## config.mk

```make
export PLATFORM = sky130hd
export DESIGN_NAME = sm83_irq_latch_bank
export DESIGN_NICKNAME = d
export VERILOG_FILES = /design/src/rtl/sm83_irq_pkg.sv /design/src/rtl/sm83_irq_prio_enc.sv /design/src/rtl/sm83_irq_latch_bank.sv
export SDC_FILE = /design/constraint.sdc
export NUM_CORES = 1
export LEC_CHECK = 0
export CAP_MARGIN = 20
export CORE_AREA = 2 2 39 41
export CTS_CLUSTER_SIZE = 30
export DETAILED_ROUTE_END_ITERATION = 12
export DIE_AREA = 0 0 41 43
export DONT_BUFFER_PORTS = 1
export PLACE_DENSITY = 0.49
export SLEW_MARGIN = 20
export SYNTH_ARGS = -nofsm -noshare
export SYNTH_HDL_FRONTEND = slang
export SYNTH_HIERARCHICAL = 1
export SYNTH_SLANG_ARGS = --single-unit
```

## constraint.sdc

```tcl
create_clock -name clk -period 1.4 [get_ports clk]
set_input_delay 0.14 -clock clk [delete_from_list [all_inputs] [get_ports clk]]
set_output_delay 0.14 -clock clk [all_outputs]
set_load 0.01 [all_outputs]
```

## src/rtl/sm83_irq_pkg.sv

```systemverilog
// sm83_irq_pkg: shared types, limits and priority helper for the SM83 IRQ latch bank
package sm83_irq_pkg;
  localparam int SM83_IRQ_MAX_N = 16;
  typedef enum logic {IRQ_IDLE, IRQ_REQ} irq_state_t;
  function automatic logic [SM83_IRQ_MAX_N-1:0] prio_onehot(input logic [SM83_IRQ_MAX_N-1:0] v);
    return v & (~v + 1'b1);
  endfunction
endpackage

```

## src/rtl/sm83_irq_prio_enc.sv

```systemverilog
// sm83_irq_prio_enc: fixed-priority encoder, lowest index wins
module sm83_irq_prio_enc
  import sm83_irq_pkg::*;
#(
  parameter int N  = 5,
  parameter int VW = (N > 1) ? $clog2(N) : 1
) (
  input  logic [N-1:0]  pend,
  output logic          any,
  output logic [N-1:0]  onehot,
  output logic [VW-1:0] idx
);
  logic [SM83_IRQ_MAX_N-1:0] oh_full;
  assign oh_full = prio_onehot(SM83_IRQ_MAX_N'(pend));
  assign onehot  = oh_full[N-1:0];
  assign any     = |oh_full;
  // scan from the lowest priority up so the lowest pending index is left last
  always_comb begin
    idx = '0;
    for (int i = N - 1; i >= 0; i--) idx = pend[i] ? VW'(i) : idx;
  end
endmodule

```

## src/rtl/sm83_irq_latch_bank.sv

```systemverilog
// sm83_irq_latch_bank: IF storage, IME with EI slot and dispatch handshake; SM83_IRQ_EDGE_DETECT_EN selects edge-triggered IF set
module sm83_irq_latch_bank
  import sm83_irq_pkg::*;
#(
  parameter int N  = 5,
  parameter int VW = (N > 1) ? $clog2(N) : 1
) (
  input  logic          clk,
  input  logic          reset_n,
  input  logic [N-1:0]  req,
  input  logic [N-1:0]  ie,
  input  logic          if_we,
  input  logic [N-1:0]  if_wdata,
  input  logic          ei,
  input  logic          di,
  input  logic          irq_ack,
  output logic [N-1:0]  if_q,
  output logic          ime_q,
  output logic          wake,
  output logic          irq_valid,
  output logic [VW-1:0] irq_vec,
  output logic          irq_cancel
);
  logic [N-1:0]  pend, onehot, ack_clr, set_mask;
  logic [VW-1:0] idx;
  logic          any, ime, ei_dly;
  irq_state_t    state;
  assign pend = if_q & ie;
  sm83_irq_prio_enc #(.N(N), .VW(VW)) u_enc (
    .pend   (pend),
    .any    (any),
    .onehot (onehot),
    .idx    (idx)
  );
  assign wake       = any;
  assign ime_q      = ime;
  assign irq_valid  = state == IRQ_REQ;
  assign irq_vec    = irq_valid ? idx : '0;
  assign ack_clr    = (irq_valid && irq_ack) ? onehot : '0;
  assign irq_cancel = irq_valid && irq_ack && !any;
`ifdef SM83_IRQ_EDGE_DETECT_EN
  logic [N-1:0] req_d;
  // previous request levels so a held line sets IF only on its rising edge
  always_ff @(posedge clk or negedge reset_n)
    if (!reset_n) req_d <= '0;
    else req_d <= req;
  assign set_mask = req & ~req_d;
`else
  assign set_mask = req;
`endif
  // IF latch: a new request beats both a software write and an ack-clear
  always_ff @(posedge clk or negedge reset_n)
    if (!reset_n) if_q <= '0;
    else if_q <= ((if_we ? if_wdata : if_q) & ~ack_clr) | set_mask;
  // IME with one-instruction EI delay; DI and ack both kill it and any pending EI
  always_ff @(posedge clk or negedge reset_n)
    if (!reset_n) begin
      ime    <= 1'b0;
      ei_dly <= 1'b0;
    end else begin
      ime    <= (di || irq_ack) ? 1'b0 : ime | ei_dly;
      ei_dly <= (di || irq_ack) ? 1'b0 : ei;
    end
  // dispatch FSM: request while IME holds and something enabled is pending
  always_ff @(posedge clk or negedge reset_n)
    if (!reset_n) state <= IRQ_IDLE;
    else if (state == IRQ_IDLE) state <= (ime && any && !di) ? IRQ_REQ : IRQ_IDLE;
    else state <= (irq_ack || di || !ime) ? IRQ_IDLE : IRQ_REQ;
endmodule

```

==> metrics list <==
- Number of DRC markers after the initial detailed-route iteration: 1
- Number of violations of the max-capacitance limit: 0
- The die covers 0.001763 mm^2.
* Setup violation total in the final timing report: 2
- Of all nets on the critical path, the largest fanout is 5.
- During I/O placement, the number of pins put on the boundary was 33.
- Worst-case headroom to the max-slew limit: 71.65%
* Number of global-route vias before repair: 420
* Detailed Route WL: 1127 um
- The tree is rooted in a sky130_fd_sc_hd__clkbuf_4.
- Using the TritonRoute via totals, the vias-per-cell ratio works out to 4.833.
* Outcome: complete, but fails checks
- Data arrives at the worst endpoint at 1.29 ns.
- Layout cell share with drive strength beyond 1: 22.06%
- For the pin with the worst max-slew slack, the measured transition is 0.4253 ns.
- Flop and latch count out of synthesis: 8
* Crit path capture type: primary output
- Critical path's largest stage delay: 0.42 ns
* Failing checks: negative setup slack
- For this configuration, the core starts out at a cell density of 36.08%.
* Total negative setup slack: -0.04732 ns
- Clock network latency to the later pin of the worst-skew pair: 0.25 ns
* Critical Path Start Type: flip-flop
- Clock skew: 0.0009767 ns
- On the critical path the largest part of the delay comes from simple AND/OR/NAND/NOR gates.
- CTS built an H-tree with a depth of 1.
* Leakage: 0.2729 nW
- In the global route stage, met3 resource usage came out at 3.665%.
- Bufs on Longest Clock Path: 2
- For this run, the total global-route usage over all layers was measured as 14.56%.
- Leaving out fill and tap cells, the most frequent cells in the layout are 9 x sky130_fd_sc_hd__dlygate4sd3_1, 8 x sky130_fd_sc_hd__dfrtp_1.
- The path class of the tightest hold or removal check is input port to flip-flop.
- The mapped netlist covers 499.2 um^2.
* TritonRoute pass-1 iters: 3
- The final-report hold violation count came to 0.
- After filler insertion, the fill cell instance count of the layout stands at 134.
- Counting every sink on the clock net gives 8.
- Clock power frac: 32.6%
- Synth-to-Final Area Change: 33.58%
* Switch share: 24.12%
- Crit path setup slack, layout: -0.03207 ns
- The number of antenna violations at the first check in global routing came to 0.
- Number of slew-limit violations in the final report: 0
- The internal power of the cells totals 0.4004 mW.
- Buffers placed on the I/O ports in this run total 0.
- After global routing, the most crowded layer is met2.
* Global-route met2 utilization: 22.19%
- The sequential cells in the finished layout cover a total of 200.2 um^2.
- Total area of multi-input combinational cells: 300.3 um^2
- The total area inside the core boundary comes to 0.001384 mm^2.
- Routability Congestion: 0.6484
- In this run the mean area of a mapped cell was 9.077 um^2.
* Half-perimeter wire length after detailed placement: 807.5 um
- The worst setup path is of the flip-flop to primary output kind.
- Static timing analysis puts the maximum clock frequency at 698.3 MHz.
* Global-route congestion overflow total: 0
- Count of nets left with antenna violations after detail routing: 0
* Warnings from Yosys: 6
- Final Cycle Share: 102.3%
- Global-route wire length before repair: 1725 um
- Leaving out fill and tap cells, the most frequent cell in the layout is sky130_fd_sc_hd__dlygate4sd3_1.
* Part of the power in registers: 47.8%
- The netlist uses 17 different library cells.
- Max rail drop VDD: 0.3406 mV
- The routed design could run at a clock period as short as 1.432 ns.
* TritonCTS clock tree: yes
- Prior to clock tree synthesis, the placed netlist has a worst setup slack of 0.09975 ns.
- Global-route track usage on met1: 16.84%
- In this run, CTS created clock tree buffers numbering 3.
* Power per cell area: 791.3 mW/mm^2
- RSZ-0062 raised after global routing: yes
* Ordered list of cells on the worst path: and2_4 > nor2_4 > nand3b_1 > buf_4
- Critical path buffers and inverters: 1
- Final-stage net count: 91
- Pin count of the biggest net entering global routing: 13
- The number of nets in the synthesized netlist is 76.
* Ant diodes: 0
- Slowest CP cell: sky130_fd_sc_hd__dfrtp_1
* Sw Pwr: 0.1273 mW
- For this run, design rule violations remaining after detail routing come to 0.
* Die width: 41 um
- Synthesis produced 55 cells.
- Combinational logic burns 19.6% of the power.
* Required arrival time at the worst endpoint: 1.26 ns
- Number of vias in the routed layout: 406
* Routed wire length per instance: 13.42 um
* Worst-path clk slew: 0.05 ns
- Of the synthesized area, sequential elements account for 40.10%.
- Vert. Die Dim: 43 um
- FP Rows: 14
## through the flow
step | std cells | hold slack [ns] | instance area (um^2) | utilization (%) | total power, mW
CTS | 83 | 0.03216 | 659.4 | 47.65 | 0.5394
floorplan | 55 | -0.1556 | 499.2 | - | 0.3135
global route | 84 | 0.03952 | 666.9 | 48.19 | 0.5666
detailed placement | 71 | -0.1554 | 526.8 | 38.07 | 0.3234
global placement | 71 | -0.1554 | 526.8 | 38.07 | 0.3231
finish | 84 | 0.04133 | 666.9 | 48.19 | 0.5277
## flip-flops by register name, summed over array words and instances, names as in the netlist
name and count:
ime_q 1, if_q 5, irq_valid 1, ei_dly 1
## cells by family after synthesis
| family | synth area share [%] |
|---|---|
| buffers and inverters | 3.760 |
| and+or+nand+nor | 35.33 |
| muxes | 11.28 |
| DFF | 40.10 |
| AOI/OAI and AO/OA | 9.525 |
## synthesized netlist by cell type
cell                       count  share of area, %
sky130_fd_sc_hd__nand2_1       1              0.75
sky130_fd_sc_hd__buf_4         1               1.5
sky130_fd_sc_hd__nor2_2        2               2.5
sky130_fd_sc_hd__nand3_1       5               5.0
sky130_fd_sc_hd__nand2b_1      4               5.0
sky130_fd_sc_hd__and2_1        9                11
sky130_fd_sc_hd__nand3b_1      1               1.5
sky130_fd_sc_hd__and3_1        2               2.5
sky130_fd_sc_hd__nor3_1        3               3.0
sky130_fd_sc_hd__inv_1         1              0.75
sky130_fd_sc_hd__nor3b_1       1               1.5
sky130_fd_sc_hd__clkbuf_1      2               1.5
sky130_fd_sc_hd__a21o_1        5               7.5
sky130_fd_sc_hd__mux2_1        5                11
sky130_fd_sc_hd__a21oi_1       2               2.0
sky130_fd_sc_hd__dfrtp_1       8                40
sky130_fd_sc_hd__nor2_1        3               2.3
## worst paths after layout
check                            end  depth (start not counted)  slack (ns)    start
setup / recovery                wake                          4       -0.03  if_q[0]
hold / removal             irq_valid                          2        0.04       di
setup reg to reg             if_q[3]                          5        0.15  if_q[0]
hold reg to reg                ime_q                          2        0.54   ei_dly
max in group asynchronous    if_q[1]                          1        0.88  reset_n
min in group asynchronous      ime_q                          1        0.25  reset_n
## worst reg2reg max path, delay by kind of cell, from the launching register on
kind,cells,cell delay (ns)
buffers and inverters,1,0.13
AO/OA/AOI/OAI,1,0.17
flip-flops,1,0.42
AND/OR/NAND/NOR,3,0.43
## metal layers
metal / wire, um / share of wire (%)
met5: 0 / 0
met4: 12 / 1.1
met3: 95 / 8.4
met2: 599 / 53
met1: 420 / 37
## power groups by stage
stage	Sequential [mW]	Combinational (mW)	Clock (mW)
global route	0.254	0.114	0.199
CTS	0.252	0.100	0.187
floorplan	0.256	0.0573	0
global placement	0.256	0.0669	0
detailed placement	0.256	0.0671	0
finish	0.252	0.103	0.172
## repair_timing
item | 4_1_cts | 5_1_grt
pin swaps | 4 | 2
endpoints found under the hold margin | 15 | 0
setup buffers | 0 | 1
cloned | 0 | 0
endpoints found under the setup margin | 5 | 5
hold buffers | 9 | 0
resized for setup | 9 | 0
## area by class of cell
cell class	instances	share of cell area, %
sequential	8	30.02
timing repair buffer	13	18.01
clock buffer	3	3.377
tap	16	3.002
inverter	1	0.5629
multi-input combinational	43	45.03
(Power assumes the default switching activity.)
